[src/rtl/rip_bp_updater_pkg.sv]
// Shared types and constants for the 2-bit counter predictor table write side.
package rip_branch_predictor_const;

  localparam int TABLE_DEPTH        = 4;
  localparam int FIFO_DEPTH_DEFAULT = 4;

  typedef logic [TABLE_DEPTH-1:0] bp_index_t;
  typedef logic [1:0]             bp_weight_t;

  localparam bp_weight_t STRONGLY_UNTAKEN = 2'b00;
  localparam bp_weight_t WEAKLY_UNTAKEN   = 2'b01;
  localparam bp_weight_t WEAKLY_TAKEN     = 2'b10;
  localparam bp_weight_t STRONGLY_TAKEN   = 2'b11;

  typedef struct packed {
    bp_index_t index;
    logic      taken;
  } bp_record_t;

  // Saturating 2-bit counter step toward the observed outcome.
  function automatic bp_weight_t bp_next_weight(input bp_weight_t w, input logic taken);
    bp_weight_t r;
    r = w;
    if (taken) begin
      if (w != STRONGLY_TAKEN) r = w + 2'd1;
    end else begin
      if (w != STRONGLY_UNTAKEN) r = w - 2'd1;
    end
    return r;
  endfunction

endpackage

[src/rtl/rip_bp_updater_fifo.sv]
// Small circular FIFO holding resolved-branch records; depth must be a power of two.
module rip_bp_update_fifo #(
  parameter int  DEPTH = 4,
  parameter type rec_t = logic [7:0]
) (
  input  logic clk,
  input  logic rstn,
  input  logic push,
  input  rec_t push_data,
  input  logic pop,
  output rec_t head,
  output logic full,
  output logic empty
);

  localparam int AW = $clog2(DEPTH);
  localparam int CW = AW + 1;

  rec_t           mem [DEPTH];
  logic [AW-1:0]  wr_ptr;
  logic [AW-1:0]  rd_ptr;
  logic [CW-1:0]  count;
  logic           do_push;
  logic           do_pop;

  assign full    = (count == CW'(DEPTH));
  assign empty   = (count == '0);
  assign do_pop  = pop && !empty;
  // A push into a full FIFO is only taken when a pop frees the slot in the same cycle.
  assign do_push = push && (!full || do_pop);
  assign head    = mem[rd_ptr];

  always_ff @(posedge clk) begin
    if (do_push) mem[wr_ptr] <= push_data;
  end

  always_ff @(posedge clk or negedge rstn) begin
    if (!rstn) begin
      wr_ptr <= '0;
      rd_ptr <= '0;
      count  <= '0;
    end else begin
      if (do_push) wr_ptr <= wr_ptr + AW'(1);
      if (do_pop)  rd_ptr <= rd_ptr + AW'(1);
      case ({do_push, do_pop})
        2'b10:   count <= count + CW'(1);
        2'b01:   count <= count - CW'(1);
        default: count <= count;
      endcase
    end
  end

endmodule

[src/rtl/rip_bp_updater.sv]
// Write side of the 2-bit counter table: initialisation sweep, then a two-stage
// read-modify-write pipeline fed from a record FIFO, with same-index forwarding.
module rip_bp_updater
  import rip_branch_predictor_const::*;
#(
  parameter int FIFO_DEPTH = FIFO_DEPTH_DEFAULT
) (
  input  logic       clk,
  input  logic       rstn,
  input  logic       res_valid,
  output logic       res_ready,
  input  bp_index_t  res_index,
  input  logic       res_taken,
  output logic       tbl_re,
  output bp_index_t  tbl_raddr,
  input  bp_weight_t tbl_rdata,
  output logic       tbl_we,
  output bp_index_t  tbl_waddr,
  output bp_weight_t tbl_wdata,
  output logic       init_done,
  output logic [0:0] fsm_state
);

  localparam logic [0:0] ST_INIT = 1'b0;
  localparam logic [0:0] ST_RUN  = 1'b1;

  logic [0:0] state;
  logic       sweep_on;
  bp_index_t  init_cnt;

  bp_record_t rec_in;
  bp_record_t rec_head;
  logic       fifo_full;
  logic       fifo_empty;
  logic       pop;

  logic       s1_valid;
  bp_index_t  s1_index;
  logic       s1_taken;
  logic       s1_fwd;
  bp_weight_t s1_fwd_data;
  bp_weight_t s1_old;
  bp_weight_t s1_new;

  assign rec_in    = '{index: res_index, taken: res_taken};
  assign res_ready = !fifo_full;
  assign pop       = (state == ST_RUN) && !fifo_empty;
  assign init_done = (state == ST_RUN);
  assign fsm_state = state;

  rip_bp_update_fifo #(
    .DEPTH (FIFO_DEPTH),
    .rec_t (bp_record_t)
  ) u_fifo (
    .clk       (clk),
    .rstn      (rstn),
    .push      (res_valid && res_ready),
    .push_data (rec_in),
    .pop       (pop),
    .head      (rec_head),
    .full      (fifo_full),
    .empty     (fifo_empty)
  );

  // The table returns pre-write data when read and written at the same index
  // in one cycle, so the stage-1 result is carried forward instead.
  assign s1_old = s1_fwd ? s1_fwd_data : tbl_rdata;
  assign s1_new = bp_next_weight(s1_old, s1_taken);

  always_comb begin
    tbl_re    = pop;
    tbl_raddr = pop ? rec_head.index : '0;
    tbl_we    = 1'b0;
    tbl_waddr = '0;
    tbl_wdata = WEAKLY_UNTAKEN;
    if (state == ST_INIT) begin
      tbl_we    = sweep_on;
      tbl_waddr = init_cnt;
    end else if (s1_valid) begin
      tbl_we    = 1'b1;
      tbl_waddr = s1_index;
      tbl_wdata = s1_new;
    end
  end

  // sweep_on holds off the first init write until one clock after reset release.
  always_ff @(posedge clk or negedge rstn) begin
    if (!rstn) begin
      state    <= ST_INIT;
      sweep_on <= 1'b0;
      init_cnt <= '0;
    end else if (state == ST_INIT) begin
      if (!sweep_on) begin
        sweep_on <= 1'b1;
      end else begin
        init_cnt <= init_cnt + 1'b1;
        if (init_cnt == '1) state <= ST_RUN;
      end
    end
  end

  always_ff @(posedge clk or negedge rstn) begin
    if (!rstn) begin
      s1_valid    <= 1'b0;
      s1_index    <= '0;
      s1_taken    <= 1'b0;
      s1_fwd      <= 1'b0;
      s1_fwd_data <= WEAKLY_UNTAKEN;
    end else begin
      s1_valid <= pop;
      if (pop) begin
        s1_index    <= rec_head.index;
        s1_taken    <= rec_head.taken;
        s1_fwd      <= s1_valid && (s1_index == rec_head.index);
        s1_fwd_data <= s1_new;
      end
    end
  end

endmodule

[config.mk]
export PLATFORM = sky130hd
export DESIGN_NAME = rip_bp_updater
export DESIGN_NICKNAME = d
export VERILOG_FILES = /design/src/rtl/rip_bp_updater_pkg.sv /design/src/rtl/rip_bp_updater_fifo.sv /design/src/rtl/rip_bp_updater.sv
export SDC_FILE = /design/constraint.sdc
export NUM_CORES = 1
export LEC_CHECK = 0
export CORE_MARGIN = 5
export CORE_UTILIZATION = 49
export DETAILED_ROUTE_END_ITERATION = 16
export PLACE_DENSITY = 0.76
export SLEW_MARGIN = 20
export SYNTH_ARGS = -nofsm -noshare
export SYNTH_HDL_FRONTEND = slang
export SYNTH_SLANG_ARGS = --single-unit
[constraint.sdc]
create_clock -name clk -period 2.18 [get_ports clk]
set_clock_uncertainty 0.2 [all_clocks]
set_input_delay 0.545 -clock clk [delete_from_list [all_inputs] [get_ports clk]]
set_output_delay 0.545 -clock clk [all_outputs]
set_load 0.005 [all_outputs]
---- Word-level counts from Yosys, hierarchy flattened ----
Memory sizes are Yosys's and may differ from the RTL's.
Cells that the tools add are included.
word-level totals
  bits in writable memories ............... 20
  register bits ........................... 22
  output and inout port bits .............. 15
  bits of input ports ..................... 10
  memories kept ........................... 1
  word-level logic and storage cells ...... 55
memories
  memory      depth  width  rd ports  clocked after memory_dff  write ports  RTL line                   RTL
  u_fifo.mem  4      5      1         0                         1            rip_bp_updater_fifo.sv:19  rec_t mem [DEPTH];
cells by class
  eq/ne operators ......................... 6
  reduce and logical (&&, ||, !) cells .... 12
  muxes and demuxes ....................... 17
  $add $sub $neg .......................... 7
  bitwise operators ....................... 1
operator list
  operator             number
  $mux 2               6
  $mux 4               3
  $mux 1               7
  $add 2x1->2 const B  3
  $pmux 3 s2           1
  $logic_and 1x1->1    5
  $add 4x1->4 const B  1
  $eq 4x4->1           1
  $eq 4x4->1 const B   1
  $reduce_bool 2->1    2
  $add 3x1->3 const B  1
  $eq 3x3->1 const B   1
  $logic_not 3->1      1
  $sub 3x1->3 const B  1
  $eq 2x1->1 const B   1
  $eq 2x2->1 const B   1
  $logic_not 1->1      2
  $ne 2x2->1 const B   1
  $reduce_and 2->1     1
  $sub 2x1->2 const B  1
  $logic_or 1x1->1     1
  $not 1->1            1

---- Depth between registers and ports, before layout ----
  word-level depth ........................ 8
  mapped depth ............................ 10
  depth with buffers taken out ............ 10

---- Cells and area by module ----
A second synthesis with hierarchy kept.
unflattened totals
  cell total of the unflattened synthesis .. 143
  area total of the unflattened synthesis .. 1,961.9 sq um
modules (own cells, without submodules)
  module              area an instance (sq um)  cells each  times used  seq. area each (sq um)
  rip_bp_update_fifo  1,159.9                   65          1           775.7
  rip_bp_updater      802.0                     78          1           376.6

---- Worst setup path before layout ----
Ideal clock, no wire load.
  kind .................................... register -> register
  start ................................... reg u_fifo.count[0]
  end ..................................... reg u_fifo.count[2]
  period minus slack after synthesis ...... 2.133 ns
  required time ........................... 1.901 ns
  stages on the path, launching flop included .. 11
  path slack .............................. 0.047 ns
  library setup time ...................... 0.079 ns
  arrival time ............................ 1.854 ns
  path buffers ............................ 0
  cell sequence ........................... dfrtp_1 > inv_1 > nand3_1 > and2_1 > inv_1 > ha_1 > inv_1 > fa_1 > xor2_1 > nor2_1 > xor2_1
on the way
  elaborated cells on any way between the ends .. 15
  classes of those cells .................. add/sub (2); eq/ne (3); mux (1); reduce/logical (9)
RTL lines
  element                                                RTL line                                         RTL
  start: declaration                                     rip_bp_updater_fifo.sv:22                        logic [CW-1:0] count;
  start signal: assignment                               rip_bp_updater_fifo.sv:46                        2'b10: count <= count + CW'(1);
  start signal: assignment                               rip_bp_updater_fifo.sv:47                        2'b01: count <= count - CW'(1);
  start signal: assignment                               rip_bp_updater_fifo.sv:48                        default: count <= count;
  $eq 3x3->1 (*)                                         rip_bp_updater_fifo.sv:26                        assign full = (count == CW'(DEPTH));
  $logic_not 1->1 (*)                                    rip_bp_updater.sv:46                             assign res_ready = !fifo_full;
  via res_ready                                          rip_bp_updater.sv:11                             output logic res_ready,
  $logic_and 1x1->1 or $logic_or 1x1->1 (tied branches)  rip_bp_updater.sv:57, rip_bp_updater_fifo.sv:30
  $logic_and 1x1->1 (*)                                  rip_bp_updater_fifo.sv:30                        assign do_push = push && (!full || do_pop);
  $eq 2x1->1 or $eq 2x2->1 (tied branches)               rip_bp_updater_fifo.sv:45                        case ({do_push, do_pop})
  $pmux 3 s2 or $reduce_bool 2->1 (tied branches)        -
The timed path passes the listed nets; every way through them passes the cells marked *.
A chain may end at the register's enable or synchronous reset.

---- Final worst setup path ----
  start ................................... reg u_fifo.rd_ptr[0]
  end ..................................... out tbl_raddr[3]
on the way
  cells in the longest elaborated chain, start to end .. 2
ends and longest elaborated chain
  element                   RTL line                   RTL
  start: declaration        rip_bp_updater_fifo.sv:21  logic [AW-1:0] rd_ptr;
  start signal: assignment  rip_bp_updater_fifo.sv:44  if (do_pop) rd_ptr <= rd_ptr + AW'(1);
  $mem_v2 4x5               -
  $mux 4                    rip_bp_updater.sv:72       tbl_raddr = pop ? rec_head.index : '0;
  end: declaration          rip_bp_updater.sv:15       output bp_index_t tbl_raddr,
Every way passes these cells.

==> impl_metrics.yaml <==
layout:
  drive_above_1_share_pct: 40.2
  diodes: 0
  synthToLayoutAreaGrowth_pct: 37.7
  finalNetCount: 225
  fill_cells: 268
  design_area_um2: 2630
place:
  place.gp.congestion: 0.763
  dpl-instance-area_um2: 2320
  io_buffers: 24
  hpwl_um: 2660
logic_synthesis:
  synth_nets: 163
  synth.top_cell.area_share_pct: 31.4
  synth_cell_types: 35
  yosysTopAreaCell: "edfxtp_1"
  syn_area_um2: 1910
  synth_compound_area_share_pct: 5.89
  synth_mux_area_share_pct: 7.00
  synth_top_family_by_area: "simple AND/OR/NAND/NOR gates"
  syn_inst: 146
  ys_seq_area_share_pct: 60.2
  postSynthAreaPerCell_um2: 13.1
  yosys_most_used_dff: "dfrtp_1"
  yosys.area_share.adder_pct: 4.97
  synth-seq-cells: 42
  synthTopCellsByArea: "edfxtp_1 (31%), dfrtp_1 (27%), mux4_2 (5.9%), xnor2_1 (5.0%), ha_1 (3.9%)"
  synth-xor-area-share_pct: 5.95
  synth-edff-count: 20
  ys_warn_count: 0
  async_flop_share_pct: 52.4
  synthSimpleGateAreaFrac_pct: 11.8
sta:
  worst_slack_ns: -0.206
  finalHoldViolations: 0
  fmax_ghz: 0.419
  relSlewSlack_pct: 80.7
  fin_crit_sh_pct: 109
  rsz0062_at_grt: "yes"
  finalCriticalPeriod_ns: 2.39
  tns_ns: -0.762
  worstMarginPinSlew_ns: 0.290
  hold_ws_ns: 0.296
  maxSlewViolCount: 0
  finalSetupViolations: 5
setup_path:
  cp-end-kind: "output pin"
  critPathSlowestCell: "mux4_2"
  critical_path.max_fanout: 4
  r2r_slack_ns: 0.10
  crit_arrival_ns: 1.64
  cpPeakStageDelay_ns: 0.52
  worstReg2RegEnd: "u_fifo.count[2]$_DFFE_PN0P_"
  reg2reg_from: "u_fifo.count[0]$_DFFE_PN0P_"
  cp.required_ns: 1.43
  path_common_cell: "buf_6"
  crit_type: "reg -> out"
  path_cells: "buf_6 > mux4_2 > and3_4 > buf_6"
  rr_worst_depth: 11
  cp-start-kind: "flop"
clock_tree:
  clock_latency_ns: 0.29
  clkTransAtPathRegs_ns: 0.07
  hold_buffers: 0
  cts-buffers-inserted: 5
  numClockSinks: 42
  clock-root-buffer: "clkbuf_8"
  htreeDepth: 2
  clk_path_buf_depth: 2
  cts_tree: "built"
pwr:
  peakVddDrop_v: 0.000725
  p_leak_nw: 1.13
  power.density_nw_per_um2: 1380
grt:
  grt_max_degree: 23
  grt_overflow: 0
  grt_pass1_wl_um: 6360
  grt_pass1_vias: 1393
  antenna_found_initial: 0
  grt_usage_pct: 16.3
routing:
  antenna_left: 0
  post-route-drc-count: 0
  drt-initial-drc-count: 41
  drt-pass1-iter-count: 4
  vias: 1337
  viasPerCell: 5.20
  wl_per_cell_um: 15.6
  drt-total-wl_um: 4010
outcome:
  outcome: "finished, violations left"
  failed_checks: "setup timing"
floorplanning:
  pin_count: 25
  die_w_um: 72.5
  core.rowCount: 22
  initial_utilization_pct: 51.5
  fp.dieArea_um2: 5250
  die_y_um: 72.5
  fp.coreArea_um2: 3720
min_path:
  hp-class: "reg -> reg"
  min_to: "sweep_on$_DFFE_PN0N_"
  min_from: "sweep_on$_DFFE_PN0N_"
  hold_path_depth: 1
job:
  maxCapViolations: 0
-- worst max-delay path by stage --
stage | slack [ns] | depth (start not counted) | from | endpoint
global route | -0.26 | 4 | u_fifo.rd_ptr[0]$_DFFE_PN0P_ | tbl_raddr[3]
global placement | -0.52 | 6 | tbl_rdata[1] | tbl_wdata[0]
CTS | -0.23 | 4 | u_fifo.rd_ptr[0]$_DFFE_PN0P_ | tbl_raddr[3]
detailed placement | -0.65 | 6 | tbl_rdata[1] | tbl_wdata[1]
floorplan | 0.05 | 10 | u_fifo.count[0]$_DFFE_PN0P_ | u_fifo.count[2]$_DFFE_PN0P_
finish | -0.21 | 4 | u_fifo.rd_ptr[0]$_DFFE_PN0P_ | tbl_raddr[3]
-- area by class of cell --
| type | count | area (um2) | share of cell area (%) |
|---|---|---|---|
| inverter | 11 | 43.8 | 1.66 |
| multi-input combinational | 87 | 764 | 29.0 |
| clock inverter | 2 | 8.76 | 0.333 |
| timing repair buffer | 61 | 529 | 20.1 |
| tap | 48 | 60.1 | 2.28 |
| clock buffer | 6 | 72.6 | 2.76 |
| sequential | 42 | 1150 | 43.8 |
-- power by group --
part / internal (mW) / switching, mW
clock network: 0.220 / 0.248
registers: 1.08 / 0.198
logic: 1.13 / 0.754
-- critical path, delay by kind of cell (launching register included) --
kind          cells  cell delay (ns)
flops             1             0.42
mux               1             0.52
buf+inv           2             0.22
simple gates      1             0.20
-- per-layer routing --
layer | up-vias | global-route usage (%) | share of wire [%]
li1 | 636 | - | -
met2 | 27 | 28.1 | 54
met4 | 0 | 7.99 | 1.7
met3 | 7 | 4.57 | 3.6
met5 | - | 0 | 0
met1 | 667 | 18.6 | 41
-- state kept, by name, summed over array words and instances (netlist names) --
register       count
u_fifo.mem        20
init_cnt           4
s1_index           4
u_fifo.count       3
s1_fwd_data        2
u_fifo.rd_ptr      2
u_fifo.wr_ptr      2
fsm_state          1
s1_fwd             1
s1_taken           1
s1_valid           1
sweep_on           1
-- logic make-up after synthesis --
group                      after synthesis
xor gates and xnor gates                13
muxes                                    7
buffers and inverters                   17
adders and majority gates                7
AOI/OAI and AO/OA                       19
DFF                                     42
and+or+nand+nor                         41
-- Yosys cell counts, types with 2 or more instances --
cell type and number:
a21o_1 4, inv_1 10, mux4_2 5, xor2_1 2, clkbuf_1 2, xnor2_1 11, and3_4 4, nor2_1 4
and3_1 4, o21ai_1 3, ha_1 6, nand3_1 4, and2_1 2, dfrtp_1 21, nor2b_1 2, a21oi_1 5
edfxtp_1 20, nand2_1 16, o21ai_0 5
-- cells in the final DEF (no fill, tap or decap), drive strengths merged, types with 6 or more instances in the layout --
cell type / Yosys / final
inv: 11 / 11
xnor2: 11 / 11
nand2: 16 / 16
dfrtp: 21 / 21
ha: 6 / 6
o21ai: 8 / 8
buf: 3 / 43
clkdlybuf4s50: 0 / 8
edfxtp: 20 / 20
and3: 8 / 8
clkbuf: 3 / 8
-- metrics by stage --
step	setup slack (ns)	util, %	cells	power, mW
after floorplan	0.0467	-	146	2.13
after global placement	-0.518	62.4	231	2.74
after detailed placement	-0.653	62.4	231	2.82
after CTS	-0.226	68.8	253	3.55
after global routing	-0.264	70.9	257	3.88
final	-0.206	70.9	257	3.63
-- what timing repair did --
action                     4_1_cts  5_1_grt
setup endpoints to repair       14       11
pin swaps                       13       14
gates resized for setup         61       19
setup buffers                   14        4
No activity file was read; power rests on OpenSTA's default activity.
